--- src/rtl/fetch_unit.sv ---
// 6502 instruction fetch stage: loads the reset vector, then fetches
// opcode plus operand bytes and hands complete instructions to the decoder.
module fetch_unit #(
    parameter int REG_WIDTH = 8,
    parameter int ADDR_WIDTH = 16,
    parameter logic [ADDR_WIDTH-1:0] RESET_VECTOR = 16'hFFFC
) (
    input  logic                  clk,
    input  logic                  reset_n,
    output logic [ADDR_WIDTH-1:0] mem_addr,
    output logic                  mem_rd,
    input  logic [REG_WIDTH-1:0]  mem_rdata,
    input  logic                  get_next,
    input  logic                  pc_load,
    input  logic [ADDR_WIDTH-1:0] pc_load_value,
    output logic [REG_WIDTH-1:0]  instruction,
    output logic [ADDR_WIDTH-1:0] operand,
    output logic [1:0]            inst_len,
    output logic [ADDR_WIDTH-1:0] address_out,
    output logic                  instruction_ready,
    output logic [ADDR_WIDTH-1:0] pc
);

    typedef enum logic [3:0] {
        RST, VEC_LO, VEC_HI, VEC_CAP, FETCH,
        DECODE, OPLO, OPHI, READY, WAIT
    } state_t;

    state_t                state_q, state_d;
    logic [ADDR_WIDTH-1:0] pc_q, pc_d;
    logic [REG_WIDTH-1:0]  lo_q, lo_d;
    logic [REG_WIDTH-1:0]  inst_q, inst_d;
    logic [ADDR_WIDTH-1:0] op_q, op_d;
    logic [1:0]            len_q, len_d;
    logic [ADDR_WIDTH-1:0] addr_q, addr_d;
    logic [1:0]            dec_len;

    // Length from opcode pattern aaabbbcc
    function automatic logic [1:0] op_len(input logic [7:0] op);
        logic [2:0] bbb;
        logic [1:0] cc;
        bbb = op[4:2];
        cc  = op[1:0];
        op_len = 2'd1;
        if (op == 8'h00 || op == 8'h40 || op == 8'h60) begin
            op_len = 2'd1;
        end else if (op == 8'h20) begin
            op_len = 2'd3;
        end else if (cc == 2'b11) begin
            op_len = 2'd1;
        end else if (cc == 2'b01) begin
            if (bbb == 3'b011 || bbb == 3'b110 || bbb == 3'b111)
                op_len = 2'd3;
            else
                op_len = 2'd2;
        end else begin
            case (bbb)
                3'b011, 3'b111:         op_len = 2'd3;
                3'b010, 3'b110:         op_len = 2'd1;
                3'b000, 3'b001, 3'b101: op_len = 2'd2;
                default:                op_len = (cc == 2'b00) ? 2'd2 : 2'd1;
            endcase
        end
    endfunction

    assign dec_len = op_len(mem_rdata[7:0]);

    always_ff @(posedge clk) begin
        if (!reset_n) begin
            state_q <= RST;
            pc_q    <= '0;
            lo_q    <= '0;
            inst_q  <= '0;
            op_q    <= '0;
            len_q   <= '0;
            addr_q  <= '0;
        end else begin
            state_q <= state_d;
            pc_q    <= pc_d;
            lo_q    <= lo_d;
            inst_q  <= inst_d;
            op_q    <= op_d;
            len_q   <= len_d;
            addr_q  <= addr_d;
        end
    end

    always_comb begin
        state_d  = state_q;
        pc_d     = pc_q;
        lo_d     = lo_q;
        inst_d   = inst_q;
        op_d     = op_q;
        len_d    = len_q;
        addr_d   = addr_q;
        mem_rd   = 1'b0;
        mem_addr = '0;
        instruction_ready = 1'b0;
        case (state_q)
            RST: state_d = VEC_LO;
            VEC_LO: begin
                mem_rd   = 1'b1;
                mem_addr = RESET_VECTOR;
                state_d  = VEC_HI;
            end
            VEC_HI: begin
                lo_d     = mem_rdata;
                mem_rd   = 1'b1;
                mem_addr = RESET_VECTOR + 1'b1;
                state_d  = VEC_CAP;
            end
            VEC_CAP: begin
                pc_d    = {mem_rdata, lo_q};
                state_d = FETCH;
            end
            FETCH: begin
                mem_rd   = 1'b1;
                mem_addr = pc_q;
                addr_d   = pc_q;
                pc_d     = pc_q + 1'b1;
                state_d  = DECODE;
            end
            DECODE: begin
                inst_d = mem_rdata;
                op_d   = '0;
                len_d  = dec_len;
                if (dec_len == 2'd1) begin
                    state_d = READY;
                end else begin
                    mem_rd   = 1'b1;
                    mem_addr = pc_q;
                    pc_d     = pc_q + 1'b1;
                    state_d  = OPLO;
                end
            end
            OPLO: begin
                op_d[7:0] = mem_rdata;
                if (len_q == 2'd3) begin
                    mem_rd   = 1'b1;
                    mem_addr = pc_q;
                    pc_d     = pc_q + 1'b1;
                    state_d  = OPHI;
                end else begin
                    state_d = READY;
                end
            end
            OPHI: begin
                op_d[15:8] = mem_rdata;
                state_d    = READY;
            end
            READY: begin
                instruction_ready = 1'b1;
                state_d = get_next ? FETCH : WAIT;
            end
            WAIT: if (get_next) state_d = FETCH;
            default: state_d = RST;
        endcase
        // A reload discards whatever this cycle would have captured
        if (pc_load && state_q inside {FETCH, DECODE, OPLO, OPHI, READY, WAIT}) begin
            pc_d    = pc_load_value;
            state_d = FETCH;
            inst_d  = inst_q;
            op_d    = op_q;
            len_d   = len_q;
            addr_d  = addr_q;
        end
    end

    assign pc          = pc_q;
    assign instruction = inst_q;
    assign operand     = op_q;
    assign inst_len    = len_q;
    assign address_out = addr_q;

endmodule

--- config.mk ---
export PLATFORM = sky130hd
export DESIGN_NAME = fetch_unit
export DESIGN_NICKNAME = d
export VERILOG_FILES = /design/src/rtl/fetch_unit.sv
export SDC_FILE = /design/constraint.sdc
export NUM_CORES = 1
export LEC_CHECK = 0
export ABC_AREA = 1
export CORE_MARGIN = 2
export CORE_UTILIZATION = 48
export CTS_BUF_LIST = sky130_fd_sc_hd__clkbuf_8 sky130_fd_sc_hd__clkbuf_16
export CTS_CLUSTER_DIAMETER = 100
export CTS_CLUSTER_SIZE = 25
export DETAILED_ROUTE_END_ITERATION = 16
export PLACE_DENSITY_LB_ADDON = 0.2
export SLEW_MARGIN = 20
export SYNTH_ARGS = -nofsm -noshare
export SYNTH_HDL_FRONTEND = slang
export SYNTH_SLANG_ARGS = --single-unit
export TNS_END_PERCENT = 50
--- constraint.sdc ---
create_clock -name clk -period 2.2 [get_ports clk]
set_clock_uncertainty 0.1 [all_clocks]
set_input_delay 0.55 -clock clk [delete_from_list [all_inputs] [get_ports clk]]
set_output_delay 0.55 -clock clk [all_outputs]
set_load 0.01 [all_outputs]
After elaboration in Yosys (flattened, before gate mapping)
Index checks and enable logic that the tools add are counted.
Widths: inputs -> output; s select.

word-level totals
  flip-flop bits (word level) = 70
  input port bits = 28
  logic and storage cells = 87

cells by class
  add/sub/neg operators = 1
  eq/ne operators = 26
  multiplexer cells = 26
  bitwise gates (word level) = 2
  reductions and logical operators = 23

operators with widths
  cell                   count
  $mux 16                5
  $pmux 16 s5            1
  $pmux 16 s4            1
  $pmux 4 s10            1
  $pmux 8 s2             2
  $add 16x1->16 const B  1
  $eq 4x3->1 const B     4
  $eq 8x7->1 const B     2
  $mux 4                 4
  $mux 2                 5
  $eq 3x3->1 const B     3
  $ne 3x2->1 const B     3
  $eq 4x2->1 const B     2
  $eq 4x4->1 const B     2
  $eq 8x6->1 const B     1
  $logic_not 8->1        1
  $reduce_and 2->1       4
  $eq 3x2->1 const B     2
  $pmux 2 s3             1
  $reduce_bool 6->1      1
  $reduce_or 2->1        3
  $reduce_or 3->1        2
  $reduce_bool 5->1      1
  $eq 2x1->1 const B     2
  15 further kinds       24

Depth between registers and ports, before layout
  depth in word-level cells = 12
  depth in mapped cells = 12

Worst setup path before layout
No wires, ideal clock.

  kind = in2out
  from = input port mem_rdata[0]
  to = output port mem_addr[15]
  data arrival time = 1.577 ns
  required time = 1.550 ns
  slack = -0.027 ns
  cell stages on the path = 10
  cell sequence = nor2_1 > nand2_1 > nor2_1 > nand2_1 > nand2_1 > nand2_1 > nand2_1 > inv_2 > buf_6 > o21ai_0

between the ends
  cells in the longest elaborated chain, start to end = 10
  elaborated cells on any way between the ends = 18
  classes of those cells = eq/ne (6); mux (8); reduce/logical (4)

ends and longest elaborated chain
  what             RTL line  text
  start, declared  12        input logic [REG_WIDTH-1:0] mem_rdata,
  $logic_not 2->1  61        default: op_len = (cc == 2'b00) ? 2'd2 : 2'd1;
  $mux 2           61
  $pmux 2 s3       57        case (bbb)
  $mux 2           51        end else if (cc == 2'b01) begin
  $mux 2           49        end else if (cc == 2'b11) begin
  $mux 2           47        end else if (op == 8'h20) begin
  $mux 2 (*)       45        if (op == 8'h00 || op == 8'h40 || op == 8'h60) begin
  $eq 2x1->1 (*)   127       if (dec_len == 2'd1) begin
  $mux 16 (*)      127
  $pmux 16 s5 (*)  99        case (state_q)
  end, declared    10        output logic [ADDR_WIDTH-1:0] mem_addr,

Mark *: on every way between the ends. The rest lies on a longest branch, timed or not.

Final worst setup path
  from = input port mem_rdata[4]
  to = output port mem_addr[14]

between the ends
  cells in the longest elaborated chain, start to end = 11
  elaborated cells on any way between the ends = 27
  classes of those cells = eq/ne (10); mux (8); reduce/logical (9)

ends and longest elaborated chain
  what                                                                RTL line
  parallel branches: the longest is 7 deep, another holds $eq 3x1->1  --
  $mux 2 (*)                                                          45
  $eq 2x1->1 (*)                                                      127
  $mux 16 (*)                                                         127
  $pmux 16 s5 (*)                                                     99

Every way passes the cells marked *.

==> reports/metrics.cfg <==
[floorplan]
core_um2 = 7290
ioPinCount = 104
start_util = 0.500
dieHeight_um = 91.2
die_w_um = 91.2
rows = 31
dieArea_um2 = 8310

[place]
dp_slack_ns = -1.12
detailed_place_hpwl_um = 9160
dp.cells = 808
gp_congestion = 0.906
numPortBuffers = 103

[synthesis]
ys_top_cells_by_count = nand2_1 (134), nor2_1 (75), dfxtp_1 (70), inv_1 (68), o21ai_0 (62)
syn_avg_cell_area_um2 = 6.48
async_flop_share = 0
yosys_warnings = 0
synth_edf_count = 0
syn-num-nets = 592
synth_top_area_cell = dfxtp_1
synth.most_common_cell = nand2_1
synth_seq_area_share = 0.384
yosysTopAreaCellShare = 0.384
synth_area_leaders = dfxtp_1 (38%), nand2_1 (14%), o21ai_0 (8.5%), nor2_1 (7.7%), inv_1 (7.0%)
netlist_instances = 563
synth-main-ff-cell = dfxtp_1
synth.distinct_cells = 30
ys_seq_elements = 70
syn_area_um2 = 3650

[clocking]
cts_tree = done
htreeDepth = 3
clk_pin_slew_worst_paths_ns = 0.08
hold_buffers = 0
clock_latency_ns = 0.35
clkSinkCount = 70
cts-root-buf = clkbuf_8
clockBufferDepth = 2
cts_made_buffers = 9

[finish]
stdcell_count = 846
finalCoreUtilization = 0.797
drive_gt1_frac = 0.266
syn2layout_area_growth_pct = 59.3
antenna_cells = 0
final_nets = 772

[timing]
worst_pin_slew_ns = 0.456
rsz0062_at_grt = yes
tns_ns = -3.03
slew_headroom = 0.695
period_minus_slack_ns = 2.47
fmax_ghz = 0.405
fin_crit_sh = 1.12
setup_viol = 17
slew_viol_final = 0
setup_ws_ns = -0.272
final_hold_viol_count = 0

[detailed_routing]
vias = 4580
vias_per_cell = 5.41
ant_nets = 0
drt_first_pass_iters = 6
post_drt_wl_per_cell_um = 16.5
drc = 0
wl_um = 14000
drt_first_iter_violations = 321

[critical_path]
rr_startpoint = state_q[1]
ff2ff_path_depth = 9
cp_max_fo = 8
arrival_ns = 1.82
reg2reg_to = pc[1]
crit_path_end_kind = primary output
critical_path.endpoint = mem_addr[14]
cp.required_ns = 1.55
reg2reg_slack_ns = 0.08
crit_start = mem_rdata[4]
worstSetupStartpointType = input port
worstSetupPathType = in2out

[power_and_ir_drop]
leakage_nw = 2.56
ir_drop_v = 0.000622
power_density_nw_per_um2 = 1120

[grt]
grt_pass1_wl_um = 21700
antenna_found_initial = 0
grt_usage = 0.328
grt_max_degree = 40
grt_pass1_vias = 4546
grt_overflow = 0

[outcome]
status = finished with violations
violations = setup timing

[hold_path]
min_path_type = reg2reg

[job]
maxCapViolCount = 0

==> registers in the layout (all words and copies together) (netlist names) <==
name	count
instruction	8
inst_len	2
lo_q	8
operand	16
state_q	4
address_out	16
pc	16
==> per-stage QoR <==
step	power [mW]	hold WS (ns)	area, um2
2_1_floorplan	3.30	0.367	3650
5_1_grt	6.83	0.372	5810
3_3_place_gp	4.72	0.329	5220
6_report	6.49	0.348	5810
4_1_cts	6.32	0.348	5720
3_5_place_dp	4.81	0.337	5220
==> layout make-up <==
cell class	count	area [um2]
clock buffers	9	124
inverters	72	283
multi-input cells	399	2080
repair inverters	2	22.5
flip-flops and latches	70	1400
fillers	547	1480
repair buffers	189	1700
well taps	99	124
clock inverters	6	78.8
==> cell usage in the layout, fill, tap and decap left out, drive strengths merged <==
cell type	instances
a211oi	5
a21oi	36
a22oi	7
a31oi	1
a41oi	1
buf	109
bufinv	2
clkbuf	11
clkdlybuf4s50	77
clkinv	5
dfxtp	70
dlygate4sd2	1
ha	1
inv	73
nand2	136
nand3	47
nand3b	1
nand4	8
nor2	79
nor3	2
nor3b	1
o211ai	3
o21ai	65
or2	5
xor2	1
==> power breakdown <==
part	internal, mW	total (mW)	switching [mW]
Combinational	1.65	3.75	2.11
Sequential	1.47	1.61	0.146
Clock	0.622	1.12	0.498
Total	3.74	6.49	2.75
==> how the worst min path moves through the flow <==
stage                               start               to  cells after the start
after detailed placement  address_out[13]  address_out[13]                      2
after CTS                 address_out[13]  address_out[13]                      2
after floorplan                   lo_q[1]          lo_q[1]                      2
after global placement     address_out[8]   address_out[8]                      2
final                     address_out[13]  address_out[13]                      2
after global routing      address_out[15]  address_out[15]                      2
==> kinds of logic (layout without fill, tap and decap cells) <==
logic type      after synthesis  after routing  synth area share
xor+xnor                      1              1           0.00240
simple gates                279            279             0.329
fa+ha+maj                     1              1           0.00343
buf+inv                      94            278             0.107
flops                        70             70             0.384
compound gates              118            118             0.174
==> per-layer routing <==
layer / vias to the layer above / wire, um / share of wire / GRT usage
met5: - / 0 / 0 / 0
met3: 45 / 1100 / 0.079 / 0.0714
li1: 2186 / - / - / -
met4: 0 / 485 / 0.035 / 0.154
met1: 2114 / 5450 / 0.39 / 0.369
met2: 235 / 6920 / 0.50 / 0.585
==> timing repair <==
item	4_1_cts	5_1_grt
pin swaps	14	20
endpoints found under the setup margin	18	35
gates resized for setup	176	52
setup buffers	21	7
gates cloned	5	1
==> critical path, stage by stage <==
cell and delay, ns:
buf_2 0.16, nand3_1 0.16, nand2_4 0.07, nand2_2 0.07, nand2_2 0.07, nand2_2 0.09, nand2_4 0.08, nand2_8 0.12
clkinv_8 0.10, o21ai_2 0.18, buf_2 0.16
No activity file was read; power rests on OpenSTA's default activity.
